**config.mk**
```make
export PLATFORM = sky130hd
export DESIGN_NAME = othello_task_scheduler_flat
export DESIGN_NICKNAME = d
export VERILOG_FILES = /design/src/rtl/othello_task_scheduler_if.sv /design/src/rtl/othello_task_scheduler.sv /design/src/flat_wrapper.sv
export SDC_FILE = /design/constraint.sdc
export NUM_CORES = 1
export LEC_CHECK = 0
export ABC_AREA = 0
export CAP_MARGIN = 20
export CORE_MARGIN = 8
export CORE_UTILIZATION = 43
export CTS_CLUSTER_DIAMETER = 100
export CTS_CLUSTER_SIZE = 24
export DETAILED_ROUTE_END_ITERATION = 10
export PLACE_DENSITY = 0.87
export SYNTH_ARGS = -nofsm -noshare
export SYNTH_HDL_FRONTEND = slang
export SYNTH_SLANG_ARGS = --single-unit
```
**constraint.sdc**
```tcl
create_clock -name iCLOCK -period 6.7 [get_ports iCLOCK]
set_clock_uncertainty 0.2 [all_clocks]
set_input_delay 1.675 -clock iCLOCK [delete_from_list [all_inputs] [get_ports iCLOCK]]
set_output_delay 1.675 -clock iCLOCK [all_outputs]
set_load 0.01 [all_outputs]
```
**src/rtl/othello_task_scheduler_if.sv**
```systemverilog
// Upstream solve-task stream (player/opponent bitboards plus task id) with valid/ready handshake.
interface othello_task_scheduler_if;
    logic        in_valid;
    logic        in_ready;
    logic [63:0] in_player;
    logic [63:0] in_opponent;
    logic [15:0] in_taskid;

    modport master (output in_valid, in_player, in_opponent, in_taskid, input in_ready);
    modport slave  (input in_valid, in_player, in_opponent, in_taskid, output in_ready);
endinterface

```
**src/rtl/othello_task_scheduler.sv**
```systemverilog
// Keeps the Othello endgame pipeline slots full: fill burst, refill on solved, idle-board injection,
// result forwarding, and in-flight tracking so that a stop drains cleanly.
module othello_task_scheduler #(
    parameter int          FILL_LEN = 9,
    parameter logic [15:0] IDLE_ID  = 16'hffff,
    parameter int          CNT_W    = 4
) (
    input  logic                    iCLOCK,
    input  logic                    iRESET,
    input  logic                    start,
    input  logic                    stop,
    othello_task_scheduler_if.slave up,
    output logic                    enable,
    output logic                    valid,
    output logic [63:0]             iPlayer,
    output logic [63:0]             iOpponent,
    output logic [15:0]             iTaskid,
    input  logic                    solved,
    input  logic [15:0]             oTaskid,
    input  logic signed [7:0]       res,
    output logic                    res_valid,
    output logic [15:0]             res_taskid,
    output logic signed [7:0]       res_value,
    output logic [CNT_W-1:0]        inflight,
    output logic [31:0]             solved_count,
    output logic                    busy,
    output logic                    done,
    output logic                    err_idle_id
);
    typedef enum logic [1:0] {IDLE, FILL, RUN, DRAIN} state_t;

    typedef struct packed {
        logic [63:0] player;
        logic [63:0] opponent;
        logic [15:0] taskid;
    } boardTask_t;

    localparam boardTask_t IDLE_TASK = '{player: {64{1'b1}}, opponent: 64'd0, taskid: IDLE_ID};
    localparam logic [CNT_W-1:0] FILL_MAX  = CNT_W'(FILL_LEN);
    localparam logic [CNT_W-1:0] FILL_LAST = CNT_W'(FILL_LEN - 1);

    state_t           state, nextState;
    logic [CNT_W-1:0] fillCnt;
    logic             fillPending;
    logic             loadEvent, acceptOk;
    logic             realIn, badIn, realRes;
    boardTask_t       pres;

    // fillCnt == FILL_MAX means no burst loads are outstanding
    assign fillPending = (fillCnt != FILL_MAX);

    assign up.in_ready = loadEvent & acceptOk;
    assign realIn      = up.in_ready & up.in_valid & (up.in_taskid != IDLE_ID);
    assign badIn       = up.in_ready & up.in_valid & (up.in_taskid == IDLE_ID);
    assign realRes     = solved & (oTaskid != IDLE_ID);

    assign iPlayer   = pres.player;
    assign iOpponent = pres.opponent;
    assign iTaskid   = pres.taskid;

    always_ff @(posedge iCLOCK) begin
        if (iRESET) state <= IDLE;
        else        state <= nextState;
    end

    always_comb begin
        nextState = state;
        unique case (state)
            IDLE:    if (start) nextState = FILL;
            FILL:    if (stop) nextState = DRAIN;
                     else if (fillCnt == FILL_LAST) nextState = RUN;
            RUN:     if (stop) nextState = DRAIN;
            DRAIN:   if (inflight == '0) nextState = IDLE;
            default: nextState = IDLE;
        endcase
    end

    always_comb begin
        busy      = (state != IDLE);
        enable    = busy;
        valid     = busy;
        loadEvent = 1'b0;
        acceptOk  = 1'b0;
        unique case (state)
            FILL:  begin loadEvent = 1'b1;   acceptOk = 1'b1; end
            RUN:   begin loadEvent = solved; acceptOk = 1'b1; end
            // a stop during the burst still issues the remaining burst loads, as idle boards
            DRAIN: loadEvent = solved | fillPending;
            default: ;
        endcase
    end

    always_ff @(posedge iCLOCK) begin
        if (iRESET)                                fillCnt <= FILL_MAX;
        else if (state == IDLE && start)           fillCnt <= '0;
        else if (state == DRAIN && nextState == IDLE) fillCnt <= FILL_MAX;
        else if ((state == FILL || state == DRAIN) && fillPending)
            fillCnt <= fillCnt + CNT_W'(1);
    end

    always_ff @(posedge iCLOCK) begin
        if (iRESET) begin
            pres         <= IDLE_TASK;
            res_valid    <= 1'b0;
            res_taskid   <= IDLE_ID;
            res_value    <= '0;
            solved_count <= '0;
            inflight     <= '0;
            err_idle_id  <= 1'b0;
            done         <= 1'b0;
        end else begin
            if (loadEvent)
                pres <= realIn ? '{player: up.in_player, opponent: up.in_opponent, taskid: up.in_taskid}
                               : IDLE_TASK;
            res_valid <= realRes;
            if (realRes) begin
                res_taskid   <= oTaskid;
                res_value    <= res;
                solved_count <= solved_count + 32'd1;
            end
            unique case ({realIn, realRes})
                2'b10:   if (inflight != FILL_MAX) inflight <= inflight + CNT_W'(1);
                2'b01:   if (inflight != '0)       inflight <= inflight - CNT_W'(1);
                default: ;
            endcase
            if (badIn) err_idle_id <= 1'b1;
            done <= (state == DRAIN) && (nextState == IDLE);
        end
    end
endmodule

```
**src/flat_wrapper.sv**
```systemverilog
// flat-port wrapper written by rule: the top's interface ports become plain ports
module othello_task_scheduler_flat 
#(
    parameter int          FILL_LEN = 9,
    parameter logic [15:0] IDLE_ID  = 16'hffff,
    parameter int          CNT_W    = 4
)
  (iCLOCK, iRESET, start, stop, enable, valid, iPlayer, iOpponent, iTaskid, solved, oTaskid, res, res_valid, res_taskid, res_value, inflight, solved_count, busy, done, err_idle_id, up_in_valid, up_in_player, up_in_opponent, up_in_taskid, up_in_ready);
  othello_task_scheduler_if up_i ();
  input  logic iCLOCK;
  input  logic iRESET;
  input  logic start;
  input  logic stop;
  output logic enable;
  output logic valid;
  output logic [63:0] iPlayer;
  output logic [63:0] iOpponent;
  output logic [15:0] iTaskid;
  input  logic solved;
  input  logic [15:0] oTaskid;
  input  logic signed [7:0] res;
  output logic res_valid;
  output logic [15:0] res_taskid;
  output logic signed [7:0] res_value;
  output logic [CNT_W-1:0] inflight;
  output logic [31:0] solved_count;
  output logic busy;
  output logic done;
  output logic err_idle_id;
  input wire logic [$bits(up_i.in_valid)-1:0] up_in_valid;
  input wire logic [$bits(up_i.in_player)-1:0] up_in_player;
  input wire logic [$bits(up_i.in_opponent)-1:0] up_in_opponent;
  input wire logic [$bits(up_i.in_taskid)-1:0] up_in_taskid;
  output wire logic [$bits(up_i.in_ready)-1:0] up_in_ready;
  assign up_i.in_valid = up_in_valid;
  assign up_i.in_player = up_in_player;
  assign up_i.in_opponent = up_in_opponent;
  assign up_i.in_taskid = up_in_taskid;
  assign up_in_ready = up_i.in_ready;
  othello_task_scheduler #(.FILL_LEN(FILL_LEN), .IDLE_ID(IDLE_ID), .CNT_W(CNT_W)) u_core (.iCLOCK(iCLOCK), .iRESET(iRESET), .start(start), .stop(stop), .up(up_i), .enable(enable), .valid(valid), .iPlayer(iPlayer), .iOpponent(iOpponent), .iTaskid(iTaskid), .solved(solved), .oTaskid(oTaskid), .res(res), .res_valid(res_valid), .res_taskid(res_taskid), .res_value(res_value), .inflight(inflight), .solved_count(solved_count), .busy(busy), .done(done), .err_idle_id(err_idle_id));
endmodule
```
==> reports/qor.yml, run 1 <==
critical_path:
  crit_slowest_cell: "clkdlybuf4s50_1"
  cp_num_cells: 5
  critical_path.max_fanout: 5
  worstPathRequired_ns: 4.83
  critical_path_class: "input port to output port"
  start_kind: "input port"
  worstPathCellList: "clkdlybuf4s50_1 > and4bb_1 > o221ai_4 > and2_1 > clkdlybuf4s50_1"
  rr_startpoint: "u_core.state[1]"
  cp_num_buf_inv: 2
  crit_family: "buffers and inverters"
  r2r_slack_ns: 3.35
  critPathCapture: "up_in_ready"
  cp.arrival_ns: 3.59
  r2r_cells: 13
  critPathMaxStageDelay_ns: 0.61
  path_common_cell: "clkdlybuf4s50_1"
  end_kind: "output port"
  critPathLaunch: "solved"
  reg2reg_to: "u_core.inflight[3]"
sta:
  finalSetupTns_ns: 0
  slew_violations: 0
  min_period_over_period_pct: 81.6
  max-slew-margin-rel_pct: 46.6
  clock.fmax_mhz: 183
  hold_viol_final: 0
  period_minus_slack_ns: 5.47
  hold_ws_ns: 0.261
  layout_setup_ws_ns: 1.23
  worstMarginPinSlew_ns: 0.800
  setup-violations-final: 0
  rsz0062_at_grt: "false"
logic_synthesis:
  synth_cell_types: 51
  syn-num-nets: 916
  synthFlopType: "dfxtp_1"
  synth_edf_count: 0
  yosysSeqAreaShare_pct: 55.2
  syn-cell-area_um2: 7720
  synthArstFlopShare_pct: 0
  synth_area_per_cell_um2: 10.6
  synth_seq_cells: 213
  synthCells: 727
  synth_warnings: 0
grt:
  grt_max_degree: 73
  grt_pass1_vias: 7117
  grt_util_all_layers_pct: 22.5
  antenna_found_initial: 1
  grt.overflow.total: 0
  grt_pass1_wl_um: 39800
pwr:
  power_mw: 2.49
  leakagePower_nw: 4.35
  power.density_nw_per_um2: 207
  ir_drop_mv: 0.241
final_layout:
  instances_no_fill: 1315
  drive_above_1_share_pct: 3.13
  final_core_utilization_pct: 67.4
  area_growth_pct: 55.2
  fin_nets: 1274
  design_area_um2: 12000
clock_tree:
  hold_buffers: 0
  cts-buffers-inserted: 12
  cts_tree: "done"
  clkSlewWorstSetupHoldPaths_ns: 0.09
  cts_sinks: 213
  post_cts_buffers: 0
  clock_path_buffers: 3
  htreeDepth: 1
  clock_latency_ns: 0.47
  ctsResizeCount: 0
  cts_root_buffer: "clkbuf_16"
die:
  ios: 385
  die_area_um2: 22500
  die_h_um: 150
  die_x_um: 150
  start_util_pct: 43.4
  rows: 49
  core_um2: 17800
route:
  ant_nets: 0
  firstDrtPassIters: 4
  vias: 7023
  routed_via_density: 5.34
  wl_per_cell_um: 20.7
  drtIter0Drc: 340
  routed_wl_um: 27200
  drc_errors: 0
status:
  outcome: "finished, final reports clean"
placed_design:
  dpl.cell_count: 1300
  port_buffers: 384
  post-dp-hpwl_um: 20600
  gp_congestion: 0.824
  post-place-ws_ns: 1.21
  place_area_um2: 11600
flow_run:
  drv_cap: 0
hold_path:
  hold_path_class: "flip-flop to flip-flop"
-- worst min-delay path by stage --
stage / cells past startpoint / endpoint / startpoint / slack, ns
after floorplan: 2 / u_core.res_value[0] / u_core.res_value[0] / 0.28
after global placement: 2 / u_core.res_value[3] / u_core.res_value[3] / 0.24
after detailed placement: 2 / u_core.res_value[2] / u_core.res_value[2] / 0.25
after CTS: 2 / u_core.res_value[2] / u_core.res_value[2] / 0.26
after global routing: 2 / u_core.res_value[2] / u_core.res_value[2] / 0.28
final: 2 / u_core.res_value[2] / u_core.res_value[2] / 0.26
-- cell usage after synthesis, types with 3 or more instances --
cell type  number  share of area (%)
a21oi_1        34                2.2
a22o_1         64                7.3
and3_1          4               0.32
and4_1          6               0.68
buf_2          13               0.84
buf_4           8               0.78
buf_6           6               0.87
clkbuf_1       18               0.87
dfxtp_1       213                 55
ha_1           14                2.3
inv_1          21                1.0
nand2_1        67                3.3
nand2b_1        3               0.24
nand3_1        14               0.91
nand3b_1       18                1.7
nand4_1        17                1.4
nor2_1         27                1.3
nor3_1          3               0.19
o21ai_0        21                1.4
o22a_1         80                9.1
o31ai_1         6               0.58
or3_1          17                1.4
or4_1           6               0.58
xnor2_1         9                1.0
xor2_1          6               0.68
-- layout by cell type, fill, tap and decap left out, types with 2 or more instances in the layout --
| master | instances |
|---|---|
| clkbuf_16 | 13 |
| nand2b_1 | 2 |
| a31oi_1 | 2 |
| nand2_1 | 67 |
| a21oi_1 | 34 |
| nand4_1 | 17 |
| nor4_1 | 2 |
| o31ai_1 | 6 |
| clkdlybuf4s50_1 | 383 |
| a22o_1 | 64 |
| a211oi_1 | 2 |
| and3_1 | 4 |
| nand3_1 | 14 |
| and4_1 | 6 |
| nand3b_1 | 18 |
| or3_1 | 17 |
| and2_1 | 2 |
| nor2_1 | 26 |
| ha_1 | 14 |
| xnor2_1 | 9 |
| o21ai_0 | 21 |
| buf_4 | 7 |
| or4_1 | 6 |
| inv_1 | 21 |
| xor2_1 | 6 |
| o22a_1 | 80 |
| nor3_1 | 3 |
| dfxtp_1 | 213 |
-- where the power goes --
part	internal [mW]	total, mW	switching [mW]
clock	0.349	0.759	0.410
combinational	0.215	0.392	0.177
sequential	1.31	1.34	0.0300
total	1.87	2.49	0.617
-- final cells by class --
type / instances / area (µm²)
Antenna cell: 1 / 2.50
Clock buffer: 13 / 325
Clock inverter: 1 / 5.00
Fill cell: 1343 / 5800
Inverter: 22 / 82.6
Multi-Input combinational cell: 445 / 3130
Sequential cell: 213 / 4260
Tap cell: 229 / 287
Timing Repair Buffer: 391 / 3890
-- tightest hold or removal path, cell delays in order, from the launching register on --
cell,delay [ns]
dfxtp_1,0.32
nand2_1,0.05
a21oi_1,0.05
-- flip-flops by register name, indices dropped and copies added (netlist names) --
name,cells
u_core.res_value,8
u_core.res_valid,1
u_core.res_taskid,16
u_core.iOpponent,64
u_core.fillCnt,4
u_core.solved_count,32
u_core.done,1
u_core.err_idle_id,1
u_core.iPlayer,64
u_core.iTaskid,16
u_core.state,2
u_core.inflight,4
-- cell families (layout without fill, tap and decap cells) --
kind of cell | count (synthesis) | in the layout | share of synthesized area (%)
fa+ha+maj | 15 | 15 | 2.53
mux | 1 | 1 | 0.130
compound gates | 218 | 218 | 22.2
xor+xnor | 15 | 15 | 1.70
simple gates | 196 | 196 | 13.6
flops | 213 | 213 | 55.2
other cells | 0 | 1 | 0
buf+inv | 69 | 427 | 4.54
-- metal layers --
layer | track usage [%] | part of all wire, % | vias to the layer above | wire length, µm
li1 | - | - | 3373 | -
met3 | 8.38 | 9.1 | 49 | 2470
met4 | 8.50 | 3.2 | 0 | 857
met2 | 39.8 | 50 | 271 | 13700
met1 | 24.0 | 37 | 3330 | 10200
met5 | 0 | 0 | - | 0
(Power assumes the default switching activity.)
==> inputs of run 2 (changes only) <==
--- a/config.mk
+++ b/config.mk
@@ -8,11 +8,11 @@
 export ABC_AREA = 0
 export CAP_MARGIN = 20
 export CORE_MARGIN = 8
-export CORE_UTILIZATION = 43
+export CORE_UTILIZATION = 36
 export CTS_CLUSTER_DIAMETER = 100
 export CTS_CLUSTER_SIZE = 24
 export DETAILED_ROUTE_END_ITERATION = 10
-export PLACE_DENSITY = 0.87
+export PLACE_DENSITY = 0.78
 export SYNTH_ARGS = -nofsm -noshare
 export SYNTH_HDL_FRONTEND = slang
 export SYNTH_SLANG_ARGS = --single-unit
==> constraint.sdc (replaced) <==
create_clock -name iCLOCK -period 4.7 [get_ports iCLOCK]
set_clock_uncertainty 0.2 [all_clocks]
set_input_delay 1.175 -clock iCLOCK [delete_from_list [all_inputs] [get_ports iCLOCK]]
set_output_delay 1.175 -clock iCLOCK [all_outputs]
set_load 0.01 [all_outputs]
==> run 2 against run 1 <==
Wire length shrank 0.52%; via count shrank 0.23%; global-route usage shrank 3.4 points; setup slack lost 0.78 ns; count of clock-buffer cells in the layout is the same; combinational power grew 44%; highest routed layer is now met5.
==> reports/qor.yml, run 2 (synthesis results as in run 1) <==
sta:
  rsz0062_at_grt: "false"
  finalSetupTns_ns: 0
  slew_violations: 0
  clock.fmax_mhz: 236
  worstMarginPinSlew_ns: 0.739
  layout_setup_ws_ns: 0.456
  setup-violations-final: 0
  hold_viol_final: 0
  min_period_over_period_pct: 90.3
  period_minus_slack_ns: 4.24
  max-slew-margin-rel_pct: 50.7
route:
  wl_per_cell_um: 19.8
  routed_wl_um: 27000
  vias: 7007
  firstDrtPassIters: 4
  drc_errors: 0
  routed_via_density: 5.14
  ant_nets: 0
  drtIter0Drc: 347
clock_tree:
  ctsResizeCount: 0
  cts-buffers-inserted: 12
  htreeDepth: 1
  post_cts_buffers: 0
  clkSlewWorstSetupHoldPaths_ns: 0.10
  clock_latency_ns: 0.47
  cts_tree: "done"
  hold_buffers: 0
  clock_path_buffers: 3
  cts_root_buffer: "clkbuf_16"
  cts_sinks: 213
status:
  outcome: "finished, final reports clean"
die:
  die_x_um: 162
  core_um2: 21000
  rows: 53
  die_area_um2: 26400
  start_util_pct: 36.7
  ios: 385
  die_h_um: 162
final_layout:
  area_growth_pct: 56.6
  final_cell_mix: "383 x clkdlybuf4s50_1, 213 x dfxtp_1, 80 x o22a_1"
  instances_no_fill: 1364
  final_common_cell: "clkdlybuf4s50_1"
  drive_above_1_share_pct: 3.31
  fin_nets: 1276
pwr:
  leakagePower_nw: 4.37
  swShare_pct: 24.6
  p_comb_share_pct: 15.9
  ir_drop_mv: 0.282
  power.density_nw_per_um2: 293
  p_int_mw: 2.67
  pwr-share-seq_pct: 53.8
  power_mw: 3.54
  p_switching_mw: 0.870
  clockPowerShare_pct: 30.3
placed_design:
  post-place-ws_ns: 0.327
  dpl.cell_count: 1348
  gp_congestion: 0.884
  post-dp-hpwl_um: 20700
  port_buffers: 384
critical_path:
  critical_path_class: "input port to output port"
  critical_path.max_fanout: 2
  end_kind: "output port"
  worstPathRequired_ns: 3.32
  start_kind: "input port"
  cp.arrival_ns: 2.87
grt:
  antenna_found_initial: 3
  grt_pass1_vias: 7132
  grt_util_all_layers_pct: 19.1
  grt_pass1_wl_um: 40300
  grt.overflow.total: 0
  grt_max_degree: 81
flow_run:
  drv_cap: 0
hold_path:
  hold_path_class: "flip-flop to flip-flop"
[run 2: cell count changes in the layout (fill, tap and decap cells not counted), sizes merged]
| cell | change |
|---|---|
| buf | +2 |
| diode | +1 |
[run 2: final timing paths]
check / start / slack (ns) / end / cells past startpoint
setup / recovery: solved / 0.46 / up_in_ready / 5
setup reg to reg: u_core.state[1] / 1.59 / u_core.inflight[3] / 13
hold / removal: u_core.res_value[7] / 0.26 / u_core.res_value[7] / 2
hold reg to reg: u_core.res_value[7] / 0.26 / u_core.res_value[7] / 2
[run 2: layer usage]
| layer | up-vias | global-route usage [%] | wire [µm] |
|---|---|---|---|
| met3 | 38 | 7.94 | 2900 |
| met2 | 263 | 33.2 | 13200 |
| met1 | 3317 | 20.4 | 10200 |
| met4 | 2 | 6.78 | 748 |
| li1 | 3387 | - | - |
| met5 | - | 0 | 9 |
[run 2: critical path: stages]
cell,delay (ns)
clkdlybuf4s50_1,0.50
and4bb_1,0.25
o221ai_4,0.16
and2_1,0.17
clkdlybuf4s50_1,0.62
[run 2: metrics by stage]
stage	instance area, µm²	hold WS (ns)	utilization (%)
floorplan	7720	0.281	-
global placement	11800	0.240	55.9
detailed placement	11800	0.249	55.9
CTS	12100	0.263	57.5
global route	12100	0.284	57.5
finish	12100	0.259	57.5
[run 2: area by class of cell]
cell class | count | area, µm²
Clock buffer | 13 | 325
Multi-Input combinational cell | 445 | 3130
Timing Repair Buffer | 393 | 3940
Inverter | 22 | 82.6
Antenna cell | 2 | 5.00
Fill cell | 1782 | 8930
Clock inverter | 1 | 5.00
Tap cell | 275 | 344
Sequential cell | 213 | 4260
[run 2: power groups by stage]
stage / Sequential, mW / Clock [mW] / Combinational (mW)
floorplan: 1.96 / 0 / 0.215
global placement: 1.94 / 0 / 0.561
detailed placement: 1.95 / 0 / 0.568
CTS: 1.90 / 1.11 / 0.570
global route: 1.91 / 1.18 / 0.609
finish: 1.90 / 1.07 / 0.563
==> edit: new RTL, settings of run 2 <==
`CNT_W` is set to 4 in 2 places; all go to 5.
--- a/src/rtl/othello_task_scheduler.sv
+++ b/src/rtl/othello_task_scheduler.sv
@@ -3,7 +3,7 @@
 module othello_task_scheduler #(
     parameter int          FILL_LEN = 9,
     parameter logic [15:0] IDLE_ID  = 16'hffff,
-    parameter int          CNT_W    = 4
+    parameter int          CNT_W    = 5
 ) (
     input  logic                    iCLOCK,
     input  logic                    iRESET,
--- a/src/flat_wrapper.sv
+++ b/src/flat_wrapper.sv
@@ -3,7 +3,7 @@
 #(
     parameter int          FILL_LEN = 9,
     parameter logic [15:0] IDLE_ID  = 16'hffff,
-    parameter int          CNT_W    = 4
+    parameter int          CNT_W    = 5
 )
   (iCLOCK, iRESET, start, stop, enable, valid, iPlayer, iOpponent, iTaskid, solved, oTaskid, res, res_valid, res_taskid, res_value, inflight, solved_count, busy, done, err_idle_id, up_in_valid, up_in_player, up_in_opponent, up_in_taskid, up_in_ready);
   othello_task_scheduler_if up_i ();
Ports: changed (resized inflight); port bits go from 385 to 386. The function was not compared with the original's and may differ.
==> edit against run 2 <==
Sequential share of layout area increased by 0.18 points. Area after synthesis increased by 0.78%. Routed wire length increased by 0.74%. Final area increased by 0.43%. Setup slack got worse by 0.15 ns. First-iteration DRC count decreased by 6.9%. Register-to-register slack got worse by 0.66 ns. Sequential cell count increased by 2. Final cell count increased by 0.66%. Critical path depth increased by 2. Synthesized cell count increased by 1.5%. Total power increased by 4.1%. Clock power about the same.
==> edit: results (changes against run 2) <==
placement:
  place_area_um2: 11800  # +0.46%
  preCtsSetupSlack_ns: 0.189  # -0.138 ns
  hpwl_mm: 21.1  # +1.9%
  io_buffers: 385  # +0.26%
clock_network:
  cts_resized: 0  # unchanged
  clkSinkCount: 215  # +0.94%
synthesis:
  synth_async_sr_flop_share_pct: 0  # unchanged
  syn_area_per_cell_um2: 10.5  # -0.72%
  synthTopCellsByArea: "dfxtp_1, o22a_1, a22o_1, nand2_1, xnor2_1"
  synth_mux_area_share_pct: 0.273  # +0.14 points
  synth_compound_area_share_pct: 20.3  # -2.0 points
  yosys.area_share.xor_xnor_pct: 3.60  # +1.9 points
  synth-adder-area-share_pct: 2.67  # +0.14 points
  synth_cell_types: 49  # -3.9%
  ys_top_cells_by_count: "dfxtp_1, o22a_1, nand2_1, a22o_1, nor2_1"
  ys_seq_area_share_pct: 55.3  # +0.088 points
  synth_fp_nets: 928  # +1.3%
outcome:
  status: "completed"
cells_and_area:
  multi_input_area_share_pct: 26.0  # +0.13 points
  nonClockInverterCount: 18  # -18%
  nonClockBufferCount: 396  # +0.76%
  fin_nets: 1286  # +0.78%
  clkCellAreaFrac_pct: 2.71  # -0.022 points
  drive_gt1_share_pct: 3.19  # -0.12 points
  regArea_um2: 4300  # +0.94%
  n_clock_buffer: 14  # +1
  fillers: 1828  # +2.6%
  instances_no_fill: 1373  # +0.66%
  finalInstanceArea_um2: 12100  # +0.43%
  nonClkBufAreaFrac_pct: 32.5  # -0.14 points
grt:
  grt_usage_pct: 19.4  # +0.32 points
  grt_max_degree: 65  # -20%
worst_hold_path:
  min-delay-start: "u_core.res_value[0]$_SDFFE_PP0P_"
  min_to: "u_core.res_value[0]$_SDFFE_PP0P_"
pwr:
  leakage_nw: 4.40  # +0.64%
  p_sw_share_pct: 25.4  # +0.80 points
  seq_power_mw: 1.95  # +3%
  design_power_total_mw: 3.69  # +4.1%
setup_path:
  r2r_slack_ns: 0.93  # -0.66 ns
  worstReg2RegStart: "u_core.state[1]$_SDFF_PP0_"
  cp_slowest_cell: "clkdlybuf4s50_1"
  r2r_cells: 13  # unchanged
  cp_max_fo: 4  # +2
  r2r-end: "u_core.inflight[4]$_SDFFE_PP0P_"
  cpPeakStageDelay_ns: 0.63
sta:
  tightest_slew_ns: 0.800  # +0.0606 ns
  worst_slack_ns: 0.306  # -0.149 ns
  hold-worst-slack_ns: 0.259  # +0.0000120 ns
detailed_routing:
  wl_per_cell_um: 19.8  # about the same
  dr_total_vias: 7009  # +0.029%
floorplan:
  dieWidth_um: 163  # +0.35%
==> edit: cell types whose count changed after synthesis, moves of 4 or more <==
| cell | run 2 | this run |
|---|---|---|
| a21oi_1 | 34 | 23 |
| buf_2 | 13 | 18 |
| buf_4 | 8 | 2 |
| clkbuf_1 | 18 | 25 |
| nand3_1 | 14 | 29 |
| nand3b_1 | 18 | 0 |
| nor2_1 | 27 | 40 |
| nor3_1 | 3 | 11 |
| nor4_1 | 2 | 18 |
| o21ai_0 | 21 | 7 |
| o31ai_1 | 6 | 2 |
| or3_1 | 17 | 5 |
| or4_1 | 6 | 2 |
| xnor2_1 | 9 | 26 |
==> edit: metal layers <==
metal | part of all wire (%) | wire length [µm] | global-route usage, %
met1 | 38 | 10400 | 21.4
met2 | 49 | 13200 | 33.4
met3 | 11 | 2890 | 8.26
met4 | 2.7 | 730 | 5.67
met5 | 0.048 | 13 | 0
